--- config.mk ---
export PLATFORM = sky130hd
export DESIGN_NAME = ivl_uvm_ovl_fire_collector
export DESIGN_NICKNAME = d
export VERILOG_FILES = /design/src/rtl/ivl_uvm_ovl_fire_pkg.sv /design/src/rtl/ivl_uvm_ovl_fire_counter.sv /design/src/rtl/ivl_uvm_ovl_fire_collector.sv
export SDC_FILE = /design/constraint.sdc
export NUM_CORES = 1
export LEC_CHECK = 0
export ABC_CLOCK_PERIOD_IN_PS = 5200
export CELL_PAD_IN_SITES_DETAIL_PLACEMENT = 1
export CELL_PAD_IN_SITES_GLOBAL_PLACEMENT = 2
export CORE_MARGIN = 1.5
export CORE_UTILIZATION = 40
export CTS_CLUSTER_DIAMETER = 60
export DETAILED_ROUTE_END_ITERATION = 7
export DONT_BUFFER_PORTS = 1
export PLACE_DENSITY = 0.86
export SYNTH_ARGS = -nofsm -noshare
export SYNTH_HDL_FRONTEND = slang
export SYNTH_SLANG_ARGS = --single-unit
--- constraint.sdc ---
create_clock -name clk -period 5.2 [get_ports clk]
set_input_delay 0.52 -clock clk [delete_from_list [all_inputs] [get_ports clk]]
set_output_delay 0.52 -clock clk [all_outputs]
set_load 0.05 [all_outputs]
--- src/rtl/ivl_uvm_ovl_fire_pkg.sv ---
// Shared definitions for the OVL fire collector: fire-bit positions and FSM states.
// Pure declarations, no logic; no latency or flow control.
package ivl_uvm_ovl_fire_pkg;

    localparam int FIRE_ASSERT = 0;
    localparam int FIRE_XCHK   = 1;
    localparam int FIRE_COVER  = 2;
    localparam int FIRE_W      = 3;

    typedef enum logic [1:0] {
        IDLE    = 2'd0,
        MONITOR = 2'd1,
        FAILED  = 2'd2,
        HALT    = 2'd3
    } fire_state_e;

endpackage

--- src/rtl/ivl_uvm_ovl_fire_counter.sv ---
// Saturating event counter with synchronous clear; count visible 1 cycle after inc.
// No backpressure: inc is accepted every cycle, and is dropped once the count is all-ones.
module ivl_uvm_ovl_fire_counter #(
    parameter int CNT_W = 8
) (
    input  logic             clk,
    input  logic             reset,
    input  logic             clr,
    input  logic             inc,
    output logic [CNT_W-1:0] cnt
);

    logic [CNT_W-1:0] cnt_q, cnt_d;

    always_comb begin
        cnt_d = cnt_q;
        if (clr) begin
            cnt_d = '0;
        end else if (inc && (cnt_q != '1)) begin
            cnt_d = cnt_q + CNT_W'(1);
        end
    end

    always_ff @(posedge clk or negedge reset) begin
        if (!reset) begin
            cnt_q <= '0;
        end else begin
            cnt_q <= cnt_d;
        end
    end

    assign cnt = cnt_q;

endmodule

--- src/rtl/ivl_uvm_ovl_fire_collector.sv ---
// Collects OVL checker fire vectors into saturating counters and a first-fail record; outputs lag the sample by 1 cycle.
// No backpressure (fire_in is sampled every enabled cycle); IVL_UVM_OVL_FIRE_DISPLAY_EN adds simulation prints.
module ivl_uvm_ovl_fire_collector
    import ivl_uvm_ovl_fire_pkg::*;
#(
    parameter int  NUM_CHK     = 4,
    parameter int  CNT_W       = 8,
    parameter int  CYC_W       = 16,
    parameter int  STOP_THRESH = 4,
    localparam int IDX_W       = (NUM_CHK > 1) ? $clog2(NUM_CHK) : 1
) (
    input  logic                      clk,
    input  logic                      reset,
    input  logic                      enable,
    input  logic                      clear,
    input  logic [FIRE_W*NUM_CHK-1:0] fire_in,
    input  logic [IDX_W-1:0]          rd_idx,
    output logic [CNT_W-1:0]          rd_cnt,
    output logic [CNT_W-1:0]          total_fail,
    output logic [CNT_W-1:0]          cover_cnt,
    output logic                      xchk_sticky,
    output logic [IDX_W-1:0]          first_idx,
    output logic [CYC_W-1:0]          first_cyc,
    output logic                      err_sticky,
    output logic                      stop_req
);

    // Six spare bits hold a per-cycle event count of up to 32 checkers before clamping.
    localparam int               SUM_W   = CNT_W + 6;
    localparam logic [SUM_W-1:0] CNT_MAX = SUM_W'({CNT_W{1'b1}});

    fire_state_e        state_q, state_d;
    logic [CNT_W-1:0]   total_q, total_d, cover_q, cover_d, rd_cnt_q, rd_cnt_d;
    logic [CYC_W-1:0]   cyc_q, cyc_d, first_cyc_q, first_cyc_d;
    logic [IDX_W-1:0]   first_idx_q, first_idx_d, low_idx;
    logic               first_vld_q, first_vld_d, xchk_q, xchk_d;
    logic               sample, any_fail, any_xchk, halt_hit;
    logic [5:0]         fail_num, cover_num;
    logic [SUM_W-1:0]   total_sum, cover_sum;
    logic [NUM_CHK-1:0] fail_vec;
    logic [CNT_W-1:0]   chk_cnt [NUM_CHK];

    assign sample = enable && ((state_q == MONITOR) || (state_q == FAILED));

    // Descending scan so the lowest-numbered failing checker wins low_idx.
    always_comb begin
        fail_vec  = '0;
        fail_num  = '0;
        cover_num = '0;
        any_xchk  = 1'b0;
        low_idx   = '0;
        for (int i = NUM_CHK - 1; i >= 0; i--) begin
            fail_vec[i] = fire_in[FIRE_W*i + FIRE_ASSERT];
            fail_num    = fail_num + 6'(fire_in[FIRE_W*i + FIRE_ASSERT]);
            cover_num   = cover_num + 6'(fire_in[FIRE_W*i + FIRE_COVER]);
            any_xchk    = any_xchk | fire_in[FIRE_W*i + FIRE_XCHK];
            if (fire_in[FIRE_W*i + FIRE_ASSERT]) begin
                low_idx = IDX_W'(i);
            end
        end
        any_fail = |fail_vec;
    end

    always_comb begin
        state_d     = state_q;
        total_d     = total_q;
        cover_d     = cover_q;
        xchk_d      = xchk_q;
        cyc_d       = cyc_q;
        first_vld_d = first_vld_q;
        first_idx_d = first_idx_q;
        first_cyc_d = first_cyc_q;
        total_sum   = SUM_W'(total_q) + SUM_W'(fail_num);
        cover_sum   = SUM_W'(cover_q) + SUM_W'(cover_num);

        if (sample) begin
            total_d = (total_sum > CNT_MAX) ? CNT_MAX[CNT_W-1:0] : total_sum[CNT_W-1:0];
            cover_d = (cover_sum > CNT_MAX) ? CNT_MAX[CNT_W-1:0] : cover_sum[CNT_W-1:0];
            xchk_d  = xchk_q | any_xchk;
            if (any_fail && !first_vld_q) begin
                first_vld_d = 1'b1;
                first_idx_d = low_idx;
                first_cyc_d = cyc_q;
            end
        end

        if ((state_q != IDLE) && enable && (cyc_q != '1)) begin
            cyc_d = cyc_q + CYC_W'(1);
        end

        halt_hit = (STOP_THRESH != 0) && (32'(total_d) >= 32'(STOP_THRESH));

        case (state_q)
            IDLE:    if (enable) state_d = MONITOR;
            MONITOR: if (sample && any_fail) state_d = halt_hit ? HALT : FAILED;
            FAILED:  if (sample && halt_hit) state_d = HALT;
            default: state_d = state_q;
        endcase

        rd_cnt_d = (32'(rd_idx) < NUM_CHK) ? chk_cnt[rd_idx] : '0;

        if (clear) begin
            state_d     = IDLE;
            total_d     = '0;
            cover_d     = '0;
            xchk_d      = 1'b0;
            cyc_d       = '0;
            first_vld_d = 1'b0;
            first_idx_d = '0;
            first_cyc_d = '0;
            rd_cnt_d    = '0;
        end
    end

    always_ff @(posedge clk or negedge reset) begin
        if (!reset) begin
            state_q     <= IDLE;
            total_q     <= '0;
            cover_q     <= '0;
            xchk_q      <= 1'b0;
            cyc_q       <= '0;
            first_vld_q <= 1'b0;
            first_idx_q <= '0;
            first_cyc_q <= '0;
            rd_cnt_q    <= '0;
        end else begin
            state_q     <= state_d;
            total_q     <= total_d;
            cover_q     <= cover_d;
            xchk_q      <= xchk_d;
            cyc_q       <= cyc_d;
            first_vld_q <= first_vld_d;
            first_idx_q <= first_idx_d;
            first_cyc_q <= first_cyc_d;
            rd_cnt_q    <= rd_cnt_d;
        end
    end

    for (genvar g = 0; g < NUM_CHK; g++) begin : g_cnt
        ivl_uvm_ovl_fire_counter #(
            .CNT_W(CNT_W)
        ) u_cnt (
            .clk  (clk),
            .reset(reset),
            .clr  (clear),
            .inc  (sample && fail_vec[g]),
            .cnt  (chk_cnt[g])
        );
    end

`ifdef IVL_UVM_OVL_FIRE_DISPLAY_EN
    always_ff @(posedge clk) begin
        if (reset && !clear) begin
            if (sample) begin
                for (int i = 0; i < NUM_CHK; i++) begin
                    if (fail_vec[i]) $display("OVL FIRE chk=%0d cyc=%0d t=%0t", i, cyc_q, $time);
                end
            end
            if ((state_q != HALT) && (state_d == HALT)) $display("OVL FIRE HALT t=%0t", $time);
        end
    end
`endif

    assign rd_cnt      = rd_cnt_q;
    assign total_fail  = total_q;
    assign cover_cnt   = cover_q;
    assign xchk_sticky = xchk_q;
    assign first_idx   = first_idx_q;
    assign first_cyc   = first_cyc_q;
    assign err_sticky  = (state_q == FAILED) || (state_q == HALT);
    assign stop_req    = (state_q == HALT);

endmodule

# Yosys cells after proc, flatten, opt, wreduce, memory -nomap -nowiden
# Cells that the tools add are included.
# op_classes
n_mux	41
n_eq_ne	11
n_addsub	13
bitwise_logic	5
reduce_logical	30
n_lt_le_gt_ge	4
# ops
cell	count
8-bit 2-to-1 mux	17
16-bit 2-to-1 mux	5
8-bit by 1-bit adder with 8-bit output (second input constant)	4
8-bit != test (second input constant)	4
2-bit 2-to-1 mux	11
8-bit by 4-bit adder with 9-bit output	2
9-bit by 8-bit > comparator with 1-bit output (second input constant)	2
16-bit by 1-bit adder with 16-bit output (second input constant)	1
8-bit binary-select mux with 2-bit select	1
16-bit != test (second input constant)	1
2-bit nonzero test	8
1-bit logical AND	14
3-bit by 1-bit adder with 4-bit output	2
8-bit by 3-bit >= comparator with 1-bit output (second input constant)	1
2-bit by 1-bit adder with 3-bit output	2
1-bit 2-to-1 mux	6
3-bit by 2-bit != test with 1-bit output (second input constant)	2
2-bit one-hot mux with 3 select lines	1
1-bit by 1-bit adder with 2-bit output	2
2-bit == test (second input constant)	2
1-bit OR	4
4-bit AND reduction	1
4-bit nonzero test	1
4-bit OR reduction	1
other kinds (8)	9
# word_totals
output_inout_bits	45
input_bits	18
wordCells	117
regBits	94

# Depth between registers and ports, before layout
# depth
ltp_word	12
ltp_mapped	11
ltp_nobuf	11

# By module
# From an unflattened synthesis, not the netlist that was laid out.
# hier_totals
hier_cells	517
area_unflattened_um2	5215.0
# by_module_without_submodules
mod	area_each_um2	instances	cells_each
ivl_uvm_ovl_fire_collector	3358.2	1	321
ivl_uvm_ovl_fire_counter	464.2	4	49

# Worst setup path before layout
# Ideal clock, no wire load.
# synth_timing
path_type	input-to-reg
startpoint	input port fire_in[0]
endpoint	register state_q[0]
stages	11
setup_slack_ns	2.307
required_time_ns	5.077
arrival_time_ns	2.770
path_cell_list	fa_1 -> inv_1 -> fa_1 -> inv_1 -> fa_1 -> and4_1 -> nand3_1 -> o2bb2ai_1 -> nand3_1 -> o221a_2 -> o221a_1
# synth_between
elab_chain_len	10
word_cells_on_any_way	16
# synth_rtl
element	line	rtl
start: declaration	ivl_uvm_ovl_fire_collector.sv:16	input logic [FIRE_W*NUM_CHK-1:0] fire_in,
3-bit by 1-bit adder with 4-bit output	ivl_uvm_ovl_fire_collector.sv:54	fail_num = fail_num + 6'(fire_in[FIRE_W*i + FIRE_ASSERT]);
8-bit by 4-bit adder with 9-bit output	ivl_uvm_ovl_fire_collector.sv:73	total_sum = SUM_W'(total_q) + SUM_W'(fail_num);
9-bit by 8-bit > comparator with 1-bit output	ivl_uvm_ovl_fire_collector.sv:77	total_d = (total_sum > CNT_MAX) ? CNT_MAX[CNT_W-1:0] : total_sum[CNT_W-1:0];
8-bit 2-to-1 mux	ivl_uvm_ovl_fire_collector.sv:77	
8-bit 2-to-1 mux	ivl_uvm_ovl_fire_collector.sv:76	if (sample) begin
8-bit by 3-bit >= comparator with 1-bit output	ivl_uvm_ovl_fire_collector.sv:91	halt_hit = (STOP_THRESH != 0) && (32'(total_d) >= 32'(STOP_THRESH));
1-bit 2-to-1 mux	ivl_uvm_ovl_fire_collector.sv:95	MONITOR: if (sample && any_fail) state_d = halt_hit ? HALT : FAILED;
2-bit 2-to-1 mux	ivl_uvm_ovl_fire_collector.sv:95	
2-bit one-hot mux with 3 select lines	ivl_uvm_ovl_fire_collector.sv:93	case (state_q)
2-bit 2-to-1 mux	ivl_uvm_ovl_fire_collector.sv:102	if (clear) begin
end signal: assignment	ivl_uvm_ovl_fire_collector.sv:127	state_q <= state_d;
end: declaration	ivl_uvm_ovl_fire_collector.sv:32	fire_state_e state_q, state_d;
# Parallel ways exist; a longest one is shown, timed or not. The select of a mux whose other input is x is not followed.
# A chain may end at the register's enable or synchronous reset.

# Worst setup path after layout
# layout_timing
startpoint	register state_q[0]
endpoint	register state_q[0]
# layout_between
elab_chain_len	9
word_cells_on_any_way	18
# layout_rtl
element	line	rtl
2-bit by 1-bit == test with 1-bit output or 2-bit == test (tied branches)	ivl_uvm_ovl_fire_collector.sv:43, ivl_uvm_ovl_fire_collector.sv:93	
1-bit logical OR	ivl_uvm_ovl_fire_collector.sv:43	assign sample = enable && ((state_q == MONITOR) || (state_q == FAILED));
1-bit logical AND	ivl_uvm_ovl_fire_collector.sv:43	
8-bit 2-to-1 mux	ivl_uvm_ovl_fire_collector.sv:76	
8-bit by 3-bit >= comparator with 1-bit output	ivl_uvm_ovl_fire_collector.sv:91	
1-bit 2-to-1 mux	ivl_uvm_ovl_fire_collector.sv:95	
2-bit 2-to-1 mux	ivl_uvm_ovl_fire_collector.sv:95	
2-bit one-hot mux with 3 select lines	ivl_uvm_ovl_fire_collector.sv:93	
2-bit 2-to-1 mux	ivl_uvm_ovl_fire_collector.sv:102	
# Parallel ways exist; a longest one is shown, timed or not. The select of a mux whose other input is x is not followed.

==> results.txt <==
By count the netlist is led by dfrtp_1, nor2_1, nand2_1, nand3_1, xor2_1. The number of port buffers came out at 0. Pin placement for this block handled 63 I/O pins. The type of the setup path with the least slack is register to register. The number of CTS-inserted buffers came out at 9. Counting every net in the synthesized netlist gives 500. The timing-limited maximum frequency came out at 333 MHz. The total power is 1.85 mW. The count of distinct cell types in the synthesized netlist is 59. The clock slew at the register clock pins of the worst setup and hold paths is 60 ps. The portion of total power attributed to combinational logic came out at 0.177. The number of synthesized register bits came out at 94.

The largest area contributor in the synthesized netlist is dfrtp_1. The cell area after technology mapping is 4870 um^2. The violation count after the first detailed-route iteration is 154. Along the worst path, the maximum fanout reaches 24. Once the clock tree was built, the resizer swapped 0 gates to a different size. The standby leakage power is 2.28 nW. The worst relative slew slack came out at 0.284. Routability-driven placement finished with a final weighted congestion of 0.782.

The number of antenna violations at the first check in global routing came out at 0. The kind of start point of the critical path is a register. The setup TNS came out at 0 ps. The buffer type at the clock tree root is clkbuf_16.

The remaining number of nets flagged by the antenna check after routing is 0. The clock insertion delay at the later pin of the skew report is 340 ps. The flow ran to the end, and the final reports show no timing, DRC or antenna violations. Across every metal layer, demand over resource in global routing totals 0.189.

In the finished design, the share of the clock period the worst path needs comes to 0.578. The portion of total power attributed to the clock network is 0.355. The number of global-route vias before repair came to 3689. OpenSTA, run right after detailed placement, puts the worst setup slack at 2120 ps.

The depth of the worst register-to-register path is 8. The setup-violating endpoint count in the final report came out at 0. The area of the core came out at 12000 um^2. Synthesis produced a netlist whose cell count is 464. For this design the ratio of total power to cell area is 349 nW/um^2. Across all layers, the routed design uses 3425 vias.

The portion of synthesized cell area occupied by the leading cell type is 0.483. The average via count per standard cell came out at 5.61. The path class of the tightest hold or removal check is input pin to asynchronous set/reset pin. The Yosys warning count is 0. The final hold violation count came out at 0. The shortest clock period the worst path allows after layout is 3000 ps. The maximum buffer depth of the clock tree is 2. The number of standard-cell rows in the floorplan came out at 40. The most used flip-flop cell after synthesis is dfrtp_1. The global-route wire length before repair is 18800 um. The final number of max-transition violations is 0. Setup repair after global routing left no endpoint under its margin.

The die footprint is 12800 um^2. The TritonCTS sink count is 94. The setup slack of the critical path after layout is 2200 ps. The overall die height came out at 113 um. The slew at the pin with the worst max-slew slack is 1070 ps.

For this run, the register share of the synthesized area comes to 0.483. TritonCTS built the clock tree. The net switching component of the power came out at 0.581 mW. The share of layout cells above drive strength 1 came out at 0.0799. The portion of total power attributed to sequential cells came out at 0.468. The kind of end point of the critical path is a register. The overall routed net length is 11100 um. The area growth from synthesis to layout is 8.66%.

Internal power comes to 1.27 mW. The total inserted antenna cells is 0. Data arrives at the worst endpoint at 3230 ps. The initial cell density of the core came out at 0.407. The layout has 1301 filler cells. The average footprint of a synthesized cell is 10.5 um^2.

The maximum number of pins on one net before global-route repair came out at 95. In the post-synthesis netlist, the biggest area contributors are dfrtp_1, nor2_1, xor2_1, mux4_2, ha_1. The most instantiated library cell after synthesis is dfrtp_1. The maximum level of the CTS H-tree is 3.

The critical path goes through inv_1 > ha_1 > and2_1 > o211ai_4 > mux2i_1 > nand3_1 > o221a_2 > o221a_1. Once the clock tree was built, the setup fixing pass inserted 0 buffers. For this run, design rule violations remaining after detail routing come to 0. The stage delay of the slowest cell on the critical path is 880 ps. Of the total power, the share spent switching nets is 0.314. The synthesized design contains 0 enable-type register cells. For this design, the slowest cell found on the critical path is and2_1. The clock arrives with 4.99 ps of skew. The net count of the finished layout is 495.

The worst hold slack across all endpoints came out at 85.4 ps. The number of hold buffers added after CTS was 1. STA puts the critical path data required time at 5430 ps.

Once detailed placement completed, the half-perimeter wirelength came to 7690 um. The total global routing overflow is 0. The maximum vdd ir drop came out at 111 uV.

The first TritonRoute pass finished after 6 iterations. After synthesis, the share of flip-flops with an asynchronous set or reset is 1.00. The overall die width came out at 113 um. The count of maximum capacitance violations is 0. In the final routed layout, each cell accounts on average for 18.2 um.
==> state kept, by name (all words and copies together), names as in the netlist <==
name and flops:
g_cnt.u_cnt.cnt 32, first_idx 2, xchk_sticky 1, total_fail 8
rd_cnt 8, first_cyc 16, cover_cnt 8, first_vld_q 1
cyc_q 16, state_q 2
==> path summary, 6_finish.rpt <==
kind / startpoint / slack (ps) / endpoint
max in group asynchronous: reset / 4740 / cover_cnt[4]$_DFFE_PN0P_
worst min register to register: first_vld_q$_DFFE_PN0P_ / 550 / first_vld_q$_DFFE_PN0P_
worst min-delay path: reset / 90 / cyc_q[13]$_DFFE_PN0P_
worst max register to register: state_q[0]$_DFFE_PN0P_ / 2200 / state_q[0]$_DFFE_PN0P_
min in group clk: clear / 240 / cyc_q[5]$_DFFE_PN0P_
worst max-delay path: state_q[0]$_DFFE_PN0P_ / 2200 / state_q[0]$_DFFE_PN0P_
==> stage by stage <==
| stage | utilization | cell area [um^2] | instances |
|---|---|---|---|
| final | 0.442 | 5290 | 610 |
| after global routing | 0.442 | 5290 | 610 |
| after CTS | 0.442 | 5290 | 610 |
| after detailed placement | 0.416 | 4970 | 594 |
| after global placement | 0.416 | 4970 | 594 |
| after floorplan | - | 4870 | 464 |
==> power by group through the flow <==
stage          Sequential (mW)  Combinational, mW  Clock [mW]
2_1_floorplan            0.865              0.267           0
3_3_place_gp             0.875              0.297           0
3_5_place_dp             0.879              0.313           0
4_1_cts                  0.865              0.335       0.672
5_1_grt                  0.870              0.376       0.704
6_report                 0.865              0.327       0.655
==> placed cells by master (no fill, tap or decap), types with 9 or more instances in the layout <==
cell       count
nand2_1       33
xnor2_1       15
a21oi_1       19
nand4_1        9
clkbuf_16      9
nor3_1        12
nor2b_1       11
ha_1          12
nand3_1       27
xor2_1        25
inv_1         15
a22o_1        15
dfrtp_1       94
nor2_1        72
==> layer usage <==
metal  GRT usage  wire, um
met5           0         0
met4      0.0800       246
met3      0.0503       462
met2       0.323      5530
met1       0.225      4840
==> logic make-up after synthesis <==
kind of cell / Yosys count / share of synthesized area
and+or+nand+nor: 197 / 0.200
DFF: 94 / 0.483
AOI/OAI and AO/OA: 67 / 0.108
xor gates and xnor gates: 40 / 0.0720
buffers and inverters: 32 / 0.0280
adders and majority gates: 18 / 0.0555
muxes: 16 / 0.0535
==> area by class of cell <==
class	count	area, um^2	area share
tap	147	184	0.0348
clock buffer	12	246	0.0466
multi-input combinational	338	2380	0.450
inverter	15	56.3	0.0106
timing repair buffer	1	27.5	0.00520
sequential	94	2350	0.445
clock inverter	3	43.8	0.00828
==> worst max-delay path: cells and delay by family, from the launching register on <==
kind / cells / cell delay, ps
adder cells (fa/ha/maj): 1 / 410
multiplexers: 1 / 240
AO/OA/AOI/OAI: 3 / 730
AND/OR/NAND/NOR: 2 / 1010
buffers and inverters: 1 / 80
flip-flops: 1 / 410
No activity file was read; power rests on OpenSTA's default activity.
